$ cat src/rtl/tinymoa_cnt_sched.sv
// Round-robin scheduler sharing one up/down counter among NREQ requesters.
// Define TINYMOA_CNT_SCHED_SAT_EN for saturating counts (wrap then flags blocked steps).
module tinymoa_cnt_sched #(
  parameter int unsigned NREQ  = 4,
  parameter int unsigned WIDTH = 8
) (
  input  logic                    clk,
  input  logic                    rst_n,
  input  logic [NREQ-1:0]         req_valid,
  input  logic [2*NREQ-1:0]       req_op,
  input  logic [WIDTH*NREQ-1:0]   req_arg,
  output logic [NREQ-1:0]         req_ready,
  output logic [NREQ-1:0]         grant,
  output logic [WIDTH-1:0]        count,
  output logic                    busy,
  output logic                    done,
  output logic                    wrap
);

  localparam int unsigned PTR_W = (NREQ > 1) ? $clog2(NREQ) : 1;
  localparam logic [WIDTH-1:0] CNT_MAX = '1;

  typedef enum logic [1:0] {S_IDLE, S_RUN, S_DONE} state_t;
  typedef enum logic [1:0] {OP_UP = 2'b00, OP_DOWN = 2'b01, OP_LOAD = 2'b10, OP_CLEAR = 2'b11} op_t;

  state_t            state;
  op_t               op_r;
  logic [WIDTH-1:0]  rem_r;
  logic [PTR_W-1:0]  ptr;
  logic [PTR_W-1:0]  gidx;

  logic [PTR_W-1:0]  win_idx;
  logic [NREQ-1:0]   win_oh;
  op_t               win_op;
  logic [WIDTH-1:0]  win_arg;
  logic [WIDTH-1:0]  step_cnt;
  logic              step_hit;

  // Lowest requester at or above ptr wins; otherwise lowest below ptr.
  always_comb begin
    win_idx = '0;
    win_oh  = '0;
    win_op  = OP_UP;
    win_arg = '0;
    for (int i = NREQ - 1; i >= 0; i--) begin
      if (req_valid[i] && (PTR_W'(i) < ptr)) begin
        win_idx    = PTR_W'(i);
        win_oh     = '0;
        win_oh[i]  = 1'b1;
        win_op     = op_t'(req_op[2*i +: 2]);
        win_arg    = req_arg[WIDTH*i +: WIDTH];
      end
    end
    for (int i = NREQ - 1; i >= 0; i--) begin
      if (req_valid[i] && (PTR_W'(i) >= ptr)) begin
        win_idx    = PTR_W'(i);
        win_oh     = '0;
        win_oh[i]  = 1'b1;
        win_op     = op_t'(req_op[2*i +: 2]);
        win_arg    = req_arg[WIDTH*i +: WIDTH];
      end
    end
  end

  // One burst step; step_hit marks a boundary crossing (or a blocked step when saturating).
  always_comb begin
    step_cnt = count;
    step_hit = 1'b0;
    if (op_r == OP_UP) begin
      if (count == CNT_MAX) begin
`ifdef TINYMOA_CNT_SCHED_SAT_EN
        step_hit = 1'b1;
`else
        step_hit = 1'b1;
        step_cnt = '0;
`endif
      end else begin
        step_cnt = count + WIDTH'(1);
      end
    end else begin
      if (count == '0) begin
`ifdef TINYMOA_CNT_SCHED_SAT_EN
        step_hit = 1'b1;
`else
        step_hit = 1'b1;
        step_cnt = CNT_MAX;
`endif
      end else begin
        step_cnt = count - WIDTH'(1);
      end
    end
  end

  always_ff @(posedge clk or negedge rst_n) begin
    if (!rst_n) begin
      state     <= S_IDLE;
      op_r      <= OP_UP;
      rem_r     <= '0;
      ptr       <= '0;
      gidx      <= '0;
      count     <= '0;
      grant     <= '0;
      req_ready <= '0;
      busy      <= 1'b0;
      done      <= 1'b0;
      wrap      <= 1'b0;
    end else begin
      req_ready <= '0;
      done      <= 1'b0;
      wrap      <= 1'b0;
      case (state)
        S_IDLE: begin
          if (|req_valid) begin
            gidx  <= win_idx;
            grant <= win_oh;
            op_r  <= win_op;
            rem_r <= win_arg;
            busy  <= 1'b1;
            state <= S_RUN;
          end
        end
        S_RUN: begin
          if ((op_r == OP_UP) || (op_r == OP_DOWN)) begin
            if (rem_r != '0) begin
              count <= step_cnt;
              wrap  <= step_hit;
              rem_r <= rem_r - WIDTH'(1);
            end
            if (rem_r <= WIDTH'(1)) begin
              req_ready <= grant;
              done      <= 1'b1;
              state     <= S_DONE;
            end
          end else begin
            count     <= (op_r == OP_LOAD) ? rem_r : '0;
            req_ready <= grant;
            done      <= 1'b1;
            state     <= S_DONE;
          end
        end
        S_DONE: begin
          ptr   <= (gidx == PTR_W'(NREQ - 1)) ? '0 : gidx + PTR_W'(1);
          grant <= '0;
          busy  <= 1'b0;
          state <= S_IDLE;
        end
        default: state <= S_IDLE;
      endcase
    end
  end

endmodule

$ cat config.mk
export PLATFORM = sky130hd
export DESIGN_NAME = tinymoa_cnt_sched
export DESIGN_NICKNAME = d
export VERILOG_FILES = /design/src/rtl/tinymoa_cnt_sched.sv
export SDC_FILE = /design/constraint.sdc
export NUM_CORES = 1
export LEC_CHECK = 0
export CAP_MARGIN = 20
export CELL_PAD_IN_SITES_DETAIL_PLACEMENT = 1
export CELL_PAD_IN_SITES_GLOBAL_PLACEMENT = 2
export CORE_ASPECT_RATIO = 0.9
export CORE_MARGIN = 2
export CORE_UTILIZATION = 26
export DETAILED_ROUTE_END_ITERATION = 10
export GPL_ROUTABILITY_DRIVEN = 0
export PLACE_DENSITY = 0.85
export SYNTH_ARGS = -nofsm -noshare
export SYNTH_HDL_FRONTEND = slang
export SYNTH_SLANG_ARGS = --single-unit
$ cat constraint.sdc
create_clock -name clk -period 1.85 [get_ports clk]
set_input_delay 0.185 -clock clk [delete_from_list [all_inputs] [get_ports clk]]
set_output_delay 0.185 -clock clk [all_outputs]
set_load 0.02 [all_outputs]
Word-level counts from Yosys, hierarchy flattened
Index checks and enable logic that the tools add are counted.
W data, S select, Z words.

word-level totals
  register bits after elaboration = 35
  input port bits = 46
  output and inout port bits = 19

operators by class
  add/subtract/negate cells = 4
  $lt $le $gt $ge = 9
  equality and inequality tests = 11
  mux-type cells = 63
  reduce and logical (&&, ||, !) cells = 21

operators by type and width
  operator               count
  $mux W8                17
  $mux W4                12
  $mux W2                20
  $pmux W8 S2            1
  $sub A8 B1 Y8 const B  2
  $mux W1                10
  $add A8 B1 Y8 const B  1
  $eq A8 B8 Y1 const B   1
  $le A8 B1 Y1 const B   1
  $logic_and A1 B1 Y1    8
  $logic_not A8 Y1       1
  $pmux W4 S2            1
  $reduce_and A2 Y1      4
  $reduce_bool A8 Y1     1
  $eq A2 B2 Y1 const B   3
  $ne A2 B2 Y1 const B   3
  $eq A2 B1 Y1 const B   2
  $ge A1 B2 Y1 const A   2
  $ge A2 B2 Y1 const A   2
  $logic_not A2 Y1       2
  $lt A1 B2 Y1 const A   2
  $lt A2 B2 Y1 const A   2
  $pmux W2 S2            1
  $reduce_and A4 Y1      1
  other kinds (7)        8

Longest topological paths before layout
Gate-level depths: netlist (run 1).

  depth in word-level cells = 12
  depth in mapped cells = 8
  gate-level depth less buffers = 7

Least setup slack after synthesis (run 1)
No wires, ideal clock.

  path kind = register -> register
  from = register count[1]
  to = register count[5]
  library setup time = 0.074 ns
  data arrival time = 1.931 ns
  required time = 1.776 ns
  slack = -0.155 ns
  stages on the path, launching flop included = 9
  path buffers = 1
  cell sequence = dfrtp_1 > clkbuf_1 > inv_1 > ha_1 > nor4b_1 > a21bo_1 > a21oi_1 > o32a_1 > o21ai_2

between the ends
  word-level cells in the longest chain between the ends = 5
  elaborated cells between the ends (all ways) = 9

ends and longest elaborated chain
  item                                         line    source
  from (decl)                                  14      output logic [WIDTH-1:0] count,
  from (signal assigned)                       125     count <= step_cnt;
  from (signal assigned)                       135     count <= (op_r == OP_LOAD) ? rem_r : '0;
  $sub A8 B1 Y8, or another cell as far along  89      step_cnt = count - WIDTH'(1);
  $mux W8, on equally long branches            81, 70
  $mux W8 (*)                                  69      if (op_r == OP_UP) begin
  $mux W8 (*)                                  124     if (rem_r != '0) begin
  $mux W8 (*)                                  123     if ((op_r == OP_UP) || (op_r == OP_DOWN)) begin

Every way passes the cells marked *; elsewhere a longest branch is shown, timed or not. The select of a mux whose other input is x is not followed.
A chain may end at the register's enable or synchronous reset.

Worst setup path after layout (run 1)
  from = register rem_r[0]
  to = register rem_r[0]

between the ends
  word-level cells in the longest chain between the ends = 4
  elaborated cells between the ends (all ways) = 7

ends and longest elaborated chain
  item                    line  source
  from (decl)             28    logic [WIDTH-1:0] rem_r;
  from (signal assigned)  117   rem_r <= win_arg;
  from (signal assigned)  127   rem_r <= rem_r - WIDTH'(1);
  $sub A8 B1 Y8           127
  $mux W8                 124
  $mux W8                 123
  $pmux W8 S2             111   case (state)

Parallel ways exist; a longest one is shown, timed or not. The select of a mux whose other input is x is not followed.

==> results of run 1 <==
-- how the worst max path moves through the flow --
stage                                    start              endpoint  slack, ps  cells past startpoint
after floorplan           count[0]$_DFFE_PN0P_  count[7]$_DFFE_PN0P_        -20                      6
after global placement    rem_r[0]$_DFFE_PN0P_  rem_r[6]$_DFFE_PN0P_       -250                      7
after detailed placement          req_valid[0]  rem_r[0]$_DFFE_PN0P_       -350                      7
after CTS                         req_valid[0]  rem_r[0]$_DFFE_PN0P_        -30                      7
after global routing      rem_r[0]$_DFFE_PN0P_  rem_r[0]$_DFFE_PN0P_        -70                      7
final                     rem_r[0]$_DFFE_PN0P_  rem_r[0]$_DFFE_PN0P_        -40                      7
-- synth_stat cells, types with 3 or more instances --
library cell	number
nand2_1	43
nor2_1	36
dfrtp_1	35
a21oi_1	34
nand3_1	23
o21ai_0	21
clkbuf_1	19
inv_1	15
a31oi_1	14
buf_2	8
nand2b_1	8
nor3_1	8
and2_1	7
ha_1	7
a221oi_1	6
nor2b_1	6
nor3b_1	6
o221ai_1	6
o22ai_1	6
a32o_1	5
nand4_1	5
o211ai_1	5
a211oi_1	4
and3_1	4
a211o_1	3
a22oi_1	3
a31o_2	3
buf_6	3
o21bai_1	3
o32a_1	3
xnor2_1	3
-- power by group --
group	total (mW)	switching [mW]	leakage, nW	internal, mW
clock network	1.01	0.372	0.0838	0.637
logic	5.59	3.04	1.50	2.54
registers	1.49	0.365	0.433	1.12
total	8.08	3.78	2.01	4.30
-- through the flow --
stage,hold slack [ps],worst slack [ps],area (sq um)
floorplan,-111,-18.9,3070
global placement,170,-251,4440
detailed placement,170,-354,4440
CTS,409,-32.9,4650
global route,436,-72.2,4770
finish,392,-41.8,4770
-- layer usage --
layer,wire (um),up-vias,track usage
li1,-,1759,-
met1,5920,1887,0.278
met2,6350,114,0.358
met3,797,17,0.0335
met4,172,0,0.0439
met5,0,-,0
-- final cells by class --
cell class,instances,area [sq um]
clock buffer,5,125
clock inverter,3,43.8
fill,1416,6660
inverter,17,63.8
multi-input combinational,317,2110
sequential,35,881
tap,156,195
timing repair buffer,155,1350
-- registers in the layout (all words and copies together) (netlist names) --
register / cells
wrap: 1
gidx: 2
state: 2
rem_r: 8
req_ready: 4
busy: 1
done: 1
op_r: 2
grant: 4
count: 8
ptr: 2
-- repair_timing --
item,4_1_cts,5_1_grt
endpoints found under the setup margin,17,20
setup buffers,0,1
resized for setup,8,35
endpoints found under the hold margin,35,0
hold buffers,1,0
pin swaps,3,3
-- logic make-up (layout without fill, tap and decap cells) --
kind of cell	after synthesis	in the layout	share of synthesized area
adder cells (fa/ha/maj)	7	7	0.0286
multiplexers	3	3	0.0102
flip-flops	35	35	0.286
AND/OR/NAND/NOR	161	161	0.270
buffers and inverters	49	180	0.0708
XOR/XNOR	5	5	0.0143
AO/OA/AOI/OAI	141	141	0.320
-- worst reg2reg max path: cells and delay by family, from the launching register on --
family                     cells  cell delay [ps]
AOI/OAI and AO/OA              2              480
adders and majority gates      1              170
buffers and inverters          1               60
DFF                            1              390
muxes                          1              300
and+or+nand+nor                2              370
==> reports/qor.yml, run 1 <==
place:
  dp_hpwl_mm: 10.3
  port_buffers: 64
  dp.cells: 678
die:
  die_y_um: 107
  design.core.area_sq_mm: 0.0114
  dieWidth_um: 118
  die-area_sq_mm: 0.0127
  pin_count: 65
  rows: 37
  initial_core_util: 0.268
sta:
  max-slew-margin-rel: 0.720
  period_share: 1.02
  maxSlewViolCount: 0
  worst_slack_ps: -41.8
  final.min_clock_period_ps: 1890
  rsz0062_at_grt: "yes"
  tightest_slew_ps: 417
  timing.fmax_mhz: 529
  final.setup_skew_ps: 6.97
  finalHoldViolCount: 0
  fin_setup_tns_ps: -51.2
  finalSetupViolCount: 2
yosys:
  ys_async_sr_fraction: 1.00
  synth_area_leaders: "dfrtp_1 29%, a21oi_1 5.6%, nand2_1 5.3%, nor2_1 4.4%, nand3_1 3.8%"
  syn_avg_cell_area_sq_um: 7.63
  synth.cell_area_sq_mm: 0.00306
  yosys_register_bits: 35
  yosysSeqAreaShare: 0.286
  yosys.area.top_type: "dfrtp_1"
  synth_flop_cell: "dfrtp_1"
  synth_cells: 401
  synthDominantCellAreaShare: 0.286
  ys_warn_count: 0
  synth_cell_type_count: 66
  synth_nets: 454
  synth-edff-count: 0
finish:
  post-route-util: 0.417
  antennaDiodeCount: 0
  area_delta_synth_final_pct: 56.0
  final_cells: 688
  layout.nets: 584
  layout-drive-gt1-share: 0.273
  final_common_cell: "buf_4"
  final_cell_mix: "88 x buf_4, 61 x clkdlybuf4s50_1, 42 x nand2_1"
setup_path:
  ff2ff_path_depth: 7
  crit_type: "reg -> reg"
  rr_endpoint: "rem_r[0]$_DFFE_PN0P_"
  critPathTopFamily: "compound AO/OA/AOI/OAI gates"
  cp.arrival_ps: 2050
  slowest_stage: "dfrtp_1"
  end_kind: "flip-flop"
  worstSetupStartpointType: "flip-flop"
  cpPeakStageDelay_ps: 390
  cp_num_buf_inv: 1
  crit_path_max_fanout: 5
  cp_cell_sequence: "inv_2, ha_2, nor3b_4, a31oi_2, nand2_1, mux2i_2, a31oi_1"
  regToRegSetupSlack_ps: -40
  r2r-start: "rem_r[0]$_DFFE_PN0P_"
  worstPathRequired_ps: 2010
route:
  wl_per_cell_um: 19.2
  drt-initial-drc-count: 256
  vias_per_cell: 5.49
  vias: 3777
  drt-total-wl_mm: 13.2
  drcViolationCount: 0
  firstDrtPassIters: 4
  ant_nets: 0
run:
  cap_violations: 0
clocking:
  clk_pin_slew_ps: 60
  ctsRootBufferMaster: "clkbuf_16"
  cts_tree: "yes"
  clock_latency_ps: 290
  clockBufferDepth: 2
  cts_buffers: 5
  cts_sinks: 35
  htreeDepth: 2
grt:
  grt_pass1_wl_mm: 21.2
  antenna_found_initial: 0
  grt_max_degree: 36
  grtUsageTotal: 0.209
  grt_overflow_total: 0
  grt_pass1_vias: 4018
run_status:
  status: "finished, violations left"
  violations: "setup timing"
pwr:
  p_per_area_mw_per_mm2: 1690
  power_mw: 8.08
  irDropWorstVdd_mv: 0.542
  p_leak_nw: 2.01
min_path:
  hp-class: "in -> async"
(Power assumes the default switching activity.)
==> run 2: changes to the inputs <==
--- a/config.mk
+++ b/config.mk
@@ -5,7 +5,6 @@
 export SDC_FILE = /design/constraint.sdc
 export NUM_CORES = 1
 export LEC_CHECK = 0
-export CAP_MARGIN = 20
 export CELL_PAD_IN_SITES_DETAIL_PLACEMENT = 1
 export CELL_PAD_IN_SITES_GLOBAL_PLACEMENT = 2
 export CORE_ASPECT_RATIO = 0.9
==> results of run 2 <==
Same layout as run 1: the final DEF is identical, and so are final timing and power.
